===== config.mk =====
export PLATFORM = sky130hd
export DESIGN_NAME = stereo_tremolo
export DESIGN_NICKNAME = d
export VERILOG_FILES = /design/src/rtl/fx_pkg.sv /design/src/rtl/tremolo_lfo.sv /design/src/rtl/stereo_tremolo.sv
export SDC_FILE = /design/constraint.sdc
export NUM_CORES = 2
export LEC_CHECK = 0
export BUFFER_PORTS_ARGS = -buffer_cell sky130_fd_sc_hd__buf_4
export CAP_MARGIN = 10
export CORE_MARGIN = 5
export CORE_UTILIZATION = 55
export CTS_CLUSTER_DIAMETER = 100
export DETAILED_ROUTE_END_ITERATION = 16
export GPL_TIMING_DRIVEN = 0
export PLACE_DENSITY_LB_ADDON = 0.12
export RECOVER_POWER = 100
export SYNTH_ARGS = -nofsm -noshare
export SYNTH_HDL_FRONTEND = slang
export SYNTH_SLANG_ARGS = --single-unit
export TNS_END_PERCENT = 30

===== constraint.sdc =====
create_clock -name clk -period 6.4 [get_ports clk]
set_input_delay 1.6 -clock clk [delete_from_list [all_inputs] [get_ports clk]]
set_output_delay 1.6 -clock clk [all_outputs]
set_load 0.01 [all_outputs]

===== src/rtl/fx_pkg.sv =====
// rtl/fx_pkg.sv - shared constants and helpers for the effects chain
package fx_pkg;

  localparam logic WAVE_TRIANGLE = 1'b0;
  localparam logic WAVE_SQUARE   = 1'b1;

  typedef enum logic {
    DIR_UP   = 1'b0,
    DIR_DOWN = 1'b1
  } lfo_dir_e;

  // Unity gain for a fraction of amp_width bits.
  function automatic int unsigned amp_one(input int unsigned amp_width);
    return 32'd1 << amp_width;
  endfunction

endpackage


===== src/rtl/tremolo_lfo.sv =====
// rtl/tremolo_lfo.sv - frame-rate triangle/square LFO with rate prescaler
module tremolo_lfo
  import fx_pkg::*;
#(
  parameter int AMP_WIDTH  = 10,
  parameter int RATE_WIDTH = 16
) (
  input  logic                  clk,
  input  logic                  resetn,
  input  logic                  clr,
  input  logic                  step_en,
  input  logic                  waveform,
  input  logic [RATE_WIDTH-1:0] rate,
  output logic [AMP_WIDTH-1:0]  lfo
);

  localparam logic [AMP_WIDTH-1:0] PHASE_MAX = '1;
  localparam logic [AMP_WIDTH-1:0] PHASE_TOP = PHASE_MAX - 1'b1;

  logic [RATE_WIDTH-1:0] presc_q, presc_d;
  logic [AMP_WIDTH-1:0]  phase_q, phase_d;
  lfo_dir_e              dir_q, dir_d;

  always_comb begin
    presc_d = presc_q;
    phase_d = phase_q;
    dir_d   = dir_q;
    if (clr) begin
      presc_d = '0;
      phase_d = '0;
      dir_d   = DIR_UP;
    end else if (step_en) begin
      if (presc_q == rate) begin
        presc_d = '0;
        if (dir_q == DIR_UP) begin
          phase_d = phase_q + 1'b1;
          if (phase_q == PHASE_TOP) dir_d = DIR_DOWN;
        end else begin
          phase_d = phase_q - 1'b1;
          if (phase_q == {{(AMP_WIDTH-1){1'b0}}, 1'b1}) dir_d = DIR_UP;
        end
      end else begin
        presc_d = presc_q + 1'b1;
      end
    end
  end

  always_ff @(posedge clk or negedge resetn) begin
    if (!resetn) begin
      presc_q <= '0;
      phase_q <= '0;
      dir_q   <= DIR_UP;
    end else begin
      presc_q <= presc_d;
      phase_q <= phase_d;
      dir_q   <= dir_d;
    end
  end

  // Square wave rides the triangle's direction bit, so both share one period.
  assign lfo = (waveform == WAVE_TRIANGLE) ? phase_q
             : ((dir_q == DIR_DOWN) ? PHASE_MAX : '0);

endmodule


===== src/rtl/stereo_tremolo.sv =====
// rtl/stereo_tremolo.sv - multi-channel tremolo, two-stage valid/ready pipeline
module stereo_tremolo
  import fx_pkg::*;
#(
  parameter int DATA_WIDTH = 24,
  parameter int CHANNELS   = 2,
  parameter int AMP_WIDTH  = 10,
  parameter int RATE_WIDTH = 16
) (
  input  logic                           clk,
  input  logic                           resetn,
  input  logic                           enable,
  input  logic                           waveform,
  input  logic [RATE_WIDTH-1:0]          rate,
  input  logic [AMP_WIDTH-1:0]           depth,
  input  logic                           in_valid,
  output logic                           in_ready,
  input  logic [CHANNELS*DATA_WIDTH-1:0] in_data,
  output logic                           out_valid,
  input  logic                           out_ready,
  output logic [CHANNELS*DATA_WIDTH-1:0] out_data
);

  localparam int FW = CHANNELS * DATA_WIDTH;
  localparam int MW = 2 * AMP_WIDTH;
  localparam int PW = DATA_WIDTH + AMP_WIDTH + 1;
  localparam int unsigned ONE_INT = amp_one(AMP_WIDTH);
  localparam logic [AMP_WIDTH:0] GAIN_UNITY = ONE_INT[AMP_WIDTH:0];

  logic                 advance, accept;
  logic [AMP_WIDTH-1:0] lfo, mod;
  logic [MW-1:0]        mod_full;
  logic [AMP_WIDTH:0]   gain;
  logic [FW-1:0]        s2_data;

  logic                 s1_valid_q, s1_valid_d;
  logic [FW-1:0]        s1_data_q, s1_data_d;
  logic [AMP_WIDTH:0]   s1_gain_q, s1_gain_d;
  logic                 out_valid_q, out_valid_d;
  logic [FW-1:0]        out_data_q, out_data_d;

  assign advance  = !out_valid_q || out_ready;
  assign accept   = in_valid && advance;
  assign in_ready = advance;

  tremolo_lfo #(
    .AMP_WIDTH (AMP_WIDTH),
    .RATE_WIDTH(RATE_WIDTH)
  ) u_lfo (
    .clk     (clk),
    .resetn  (resetn),
    .clr     (accept && !enable),
    .step_en (accept),
    .waveform(waveform),
    .rate    (rate),
    .lfo     (lfo)
  );

  // Gain uses the LFO value before this frame's step.
  assign mod_full = MW'(depth) * MW'(lfo);
  assign mod      = AMP_WIDTH'(mod_full >> AMP_WIDTH);
  assign gain     = enable ? (GAIN_UNITY - {1'b0, mod}) : GAIN_UNITY;

  for (genvar ch = 0; ch < CHANNELS; ch++) begin : g_ch
    logic signed [DATA_WIDTH-1:0] sample;
    logic signed [PW-1:0]         prod;
    assign sample = s1_data_q[ch*DATA_WIDTH +: DATA_WIDTH];
    assign prod   = PW'(sample) * PW'($signed({1'b0, s1_gain_q}));
    assign s2_data[ch*DATA_WIDTH +: DATA_WIDTH] = DATA_WIDTH'(prod >>> AMP_WIDTH);
  end

  always_comb begin
    s1_valid_d  = s1_valid_q;
    s1_data_d   = s1_data_q;
    s1_gain_d   = s1_gain_q;
    out_valid_d = out_valid_q;
    out_data_d  = out_data_q;
    if (advance) begin
      s1_valid_d  = accept;
      out_valid_d = s1_valid_q;
      if (accept) begin
        s1_data_d = in_data;
        s1_gain_d = gain;
      end
      if (s1_valid_q) out_data_d = s2_data;
    end
  end

  always_ff @(posedge clk or negedge resetn) begin
    if (!resetn) begin
      s1_valid_q  <= 1'b0;
      s1_data_q   <= '0;
      s1_gain_q   <= GAIN_UNITY;
      out_valid_q <= 1'b0;
      out_data_q  <= '0;
    end else begin
      s1_valid_q  <= s1_valid_d;
      s1_data_q   <= s1_data_d;
      s1_gain_q   <= s1_gain_d;
      out_valid_q <= out_valid_d;
      out_data_q  <= out_data_d;
    end
  end

  assign out_valid = out_valid_q;
  assign out_data  = out_data_q;

endmodule

Word-level counts from Yosys, hierarchy flattened:

Index checks and enable logic that the tools add are counted.

* register bits after elaboration: 136
* bits of input ports: 80
* output and inout bits: 50
* word-level logic and storage cells: 44

* add/subtract/negate cells: 4
* $mul: 3
* equality and inequality tests: 3
* multiplexer cells: 16
* reductions and logical operators: 10

Operator list (count)
* $mul A24 B12 Y34: 2
* $mux W10: 6
* $mux W16: 3
* $mul A10 B10 Y20: 1
* $add A16 B1 Y16 const B: 1
* $eq A16 B16 Y1: 1
* $mux W11: 1
* $sub A11 B10 Y11 const A: 1
* $add A10 B1 Y10 const B: 1
* $eq A10 B1 Y1 const B: 1
* $eq A10 B10 Y1 const B: 1
* $sub A10 B1 Y10 const B: 1
* $mux W1: 6
* $reduce_and A2 Y1: 3
* $reduce_bool A2 Y1: 2
* $logic_and A1 B1 Y1: 2
* $logic_not A1 Y1: 2
* $logic_or A1 B1 Y1: 1

Depth between registers and ports, before layout:

* depth in word-level cells: 6
* depth in mapped cells: 28
* mapped depth without buffers: 26

Cells and area by module:

A second synthesis with hierarchy kept.

* cell total of the unflattened synthesis: 3004
* area, all modules: 26502.9 µm²

Modules (own cells, without submodules)
* stereo_tremolo: times used 1, cells an instance 2776, area each 24532.3 µm²
* tremolo_lfo: times used 1, cells an instance 228, area each 1970.6 µm²

Worst setup path after synthesis:

OpenSTA, ideal clock, no wires.

* kind: in2reg
* from: input port waveform
* to: register s1_gain_q[7]
* arrival: 7775 ps
* required time: 6305 ps
* path slack: -1471 ps
* stages: 25
* path through: buf_6 and2_0 clkbuf_1 a21oi_1 nand2b_1 fa_1 fa_1 inv_1 fa_1 fa_1 inv_1 fa_1 inv_1 ha_1 clkbuf_1 a21oi_1 o221ai_1 a221oi_1 or3b_2 o221a_1 a2111oi_4 mux2i_1 o211ai_1 xor2_1 o31ai_1

* word-level cells in the longest chain between the ends: 4

Ends and longest elaborated chain
* start: declaration: line stereo_tremolo.sv:13 `input logic waveform,`
* $mux W10: line tremolo_lfo.sv:61 `assign lfo = (waveform == WAVE_TRIANGLE) ? phase_q`
* $mul A10 B10 Y20: line stereo_tremolo.sv:60 `assign mod_full = MW'(depth) * MW'(lfo);`
* $sub A11 B10 Y11: line stereo_tremolo.sv:62 `assign gain = enable ? (GAIN_UNITY - {1'b0, mod}) : GAIN_UNITY;`
* $mux W11: line stereo_tremolo.sv:62
* end signal: assignment: line stereo_tremolo.sv:99 `s1_gain_q <= s1_gain_d;`
* end: declaration: line stereo_tremolo.sv:38 `logic [AMP_WIDTH:0] s1_gain_q, s1_gain_d;`

Every way passes these cells.
A chain may end at the register's enable or synchronous reset.

Final worst setup path:

Ends and elaborated chain as after synthesis.

==> flow_summary.ini <==
[global_routing]
globalRouteOverflowTotal = 0
grt_usage_pct = 28.13
grt_pass1_vias = 21610
gr-usage-met1_pct = 36.09
grt_max_degree = 85
busiest_layer = met2
grt_pass1_wl_um = 112700
use_met3_pct = 5.266
antenna_found_initial = 3
use_met2_pct = 47.99

[layout]
drive_above_1_share_pct = 8.413
multiInputGateArea_um2 = 20420
nets = 3899
diodes = 0
register_area_um2 = 3406
area_growth_syn_to_layout_pct = 11.18
fin_area_um2 = 28970
stdcell_count = 3733
fillCellCount = 4132

[power]
combPwrFrac_pct = 43.6
peakVddDrop_mv = 0.2508
leakage_nw = 14.27
swShare_pct = 42.47
power_density_nw_per_um2 = 134.2
p_clk_share_pct = 26.8
power_switching_mw = 1.651
p_seq_share_pct = 29.7
report.power.total_mw = 3.887
internal-power_mw = 2.236

[floorplanning]
row_count = 79
start_util_pct = 55.74
die_h_um = 227.7
pin_count = 130
die_x_um = 227.7
core_um2 = 46750
dieArea_um2 = 51840

[setup_path]
endpoint_kind = register
path_max_fanout = 6
required_ps = 6790
critPathLaunchType = input port
critPathMaxStageDelay_ps = 520
path_class = input port to register
crit_path_top_delay_cell = fa_1
crit_top_cell = fa_1
path_depth = 26
path_delay_family = adder cells
cp.arrival_ps = 7460
reg2reg_depth = 26
worst-path-buf-inv = 8

[synth]
synth_area_leaders = fa_1 (39%), dfrtp_1 (13%), ha_1 (9.5%), nand2_1 (8.7%), inv_1 (8.0%)
synth-seq-area-share_pct = 13.06
synth.distinct_cells = 65
synthFlopType = dfrtp_1
synth_edf_count = 0
ys_warn_count = 0
synthTopCellsByCount = nand2_1 (604), inv_1 (552), fa_1 (509)
syn_avg_cell_area_um2 = 8.886
async_flop_share_pct = 100.0
syn_nets = 3719
yosysTopAreaCell = fa_1
yosysMostFrequentCell = nand2_1
synth_top_area_share_pct = 39.10
syn_inst = 2933
ys_ff_latch = 136
syn_area_um2 = 26060

[min_path]
min_path_cells = 2
min_path_type = register to register

[routing]
drt_pass1_iterations = 6
first_iter_violations = 1168
routed_wirelength_um = 68860
viasPerCell = 5.365
drc_errors = 0
ant_nets = 0
wire_per_inst_um = 18.45
vias = 20030

[sta]
tightest_slew_ps = 3004
slew_headroom_pct = -100.2
setup_slack_ps = -672.1
max_freq_mhz = 141.4
finalSetupViolations = 14
period_minus_slack_ps = 7072
tns_ps = -3435
rsz0062_at_grt = yes
hold_viol = 0
slew_violations = 139
period_share_pct = 110.5
clock_skew_ps = 13.03

[place]
dpl_cell_area_um2 = 27960
dp_cells = 3663
gp_congestion = 0.9203
portBuffers = 122
hpwl_um = 57010

[clock_tree]
clk_latency_ps = 490
cts_sinks = 136
numCtsBuffers = 17
path_clk_slew_ps = 70
tritoncts = yes
ctsLongestPathBuffers = 2
htreeDepth = 4
hold_buffers = 0
ctsRootBufferMaster = clkbuf_16

[run_status]
status = finished with violations
violations = max-capacitance violations, max-slew violations, negative setup slack

[job]
cap_violations = 2
metrics by stage:
step / worst slack (ps) / hold slack, ps / util [%]
global placement: -1486 / 464.8 / 59.73
finish: -672.1 / 478.6 / 61.97
detailed placement: -1548 / 473.8 / 59.80
floorplan: -945.4 / 436.5 / -
global route: -918.3 / 500.5 / 61.97
CTS: -611.3 / 487.7 / 61.99
metal layers:
metal  share of wire, %  wire [um]
met1                 40      27390
met2                 50      34330
met3                6.3       4347
met4                4.0       2770
met5              0.036         25
cell type report:
cell class                 instances  share of cell area (%)
clock inverter                    13                  0.4621
buffer                           142                   2.151
timing repair buffer             167                   3.792
inverter                         552                   7.164
sequential                       136                   11.75
tap                              607                   2.621
clock buffer                      19                   1.563
multi-input combinational       2097                   70.49
tightest hold or removal path, stage by stage (launching register included):
cell     delay [ps]
dfrtp_1         340
nand2_1          40
o21ai_0          60
timing repair:
action | in CTS | in global routing
gates resized for setup | 58 | 67
endpoints found under the setup margin | 38 | 25
cloned | 0 | 0
pin swaps | 30 | 37
setup buffers | 36 | 8
path summary, 6_finish.rpt:
check | from | endpoint | slack [ps]
setup / recovery | waveform | s1_gain_q[7] | -670
hold / removal | out_data[19] | out_data[19] | 480
setup reg to reg | u_lfo.dir_q | s1_gain_q[7] | -440
hold reg to reg | out_data[19] | out_data[19] | 480
max in group asynchronous | resetn | s1_gain_q[3] | 780
min in group asynchronous | resetn | u_lfo.presc_q[7] | 2080
registers in the layout, summed over array words and instances, names as in the netlist:
register       cells
out_data          48
s1_data_q         48
u_lfo.presc_q     16
s1_gain_q         11
u_lfo.phase_q     10
out_valid          1
s1_valid_q         1
u_lfo.dir_q        1
layout by cell type, fill, tap and decap left out, types with 17 or more instances in the layout:
| cell | instances |
|---|---|
| nand2_1 | 600 |
| inv_1 | 546 |
| fa_1 | 506 |
| and2_1 | 216 |
| ha_1 | 192 |
| clkbuf_1 | 152 |
| dfrtp_1 | 134 |
| buf_4 | 105 |
| o21ai_0 | 87 |
| nor2b_1 | 53 |
| xor2_1 | 52 |
| xnor2_1 | 48 |
| nor2_1 | 46 |
| a21oi_1 | 43 |
| clkbuf_2 | 24 |
| nand4_1 | 20 |
| nand3_1 | 18 |
| clkbuf_16 | 17 |
power groups by stage:
stage / clock (mW) / combinational [mW] / sequential [mW]
6_report: 1.04 / 1.69 / 1.15
5_1_grt: 1.09 / 1.92 / 1.18
4_1_cts: 1.06 / 1.81 / 1.16
3_5_place_dp: 0 / 1.79 / 1.17
3_3_place_gp: 0 / 1.76 / 1.16
2_1_floorplan: 0 / 1.06 / 1.20
logic make-up after synthesis:
group,after synthesis,synth area share (%)
simple gates,1039,18.73
fa+ha+maj,706,48.56
buf+inv,700,10.12
compound gates,236,5.560
flops,136,13.06
xor+xnor,106,3.562
mux,10,0.4081
(Power assumes the default switching activity.)
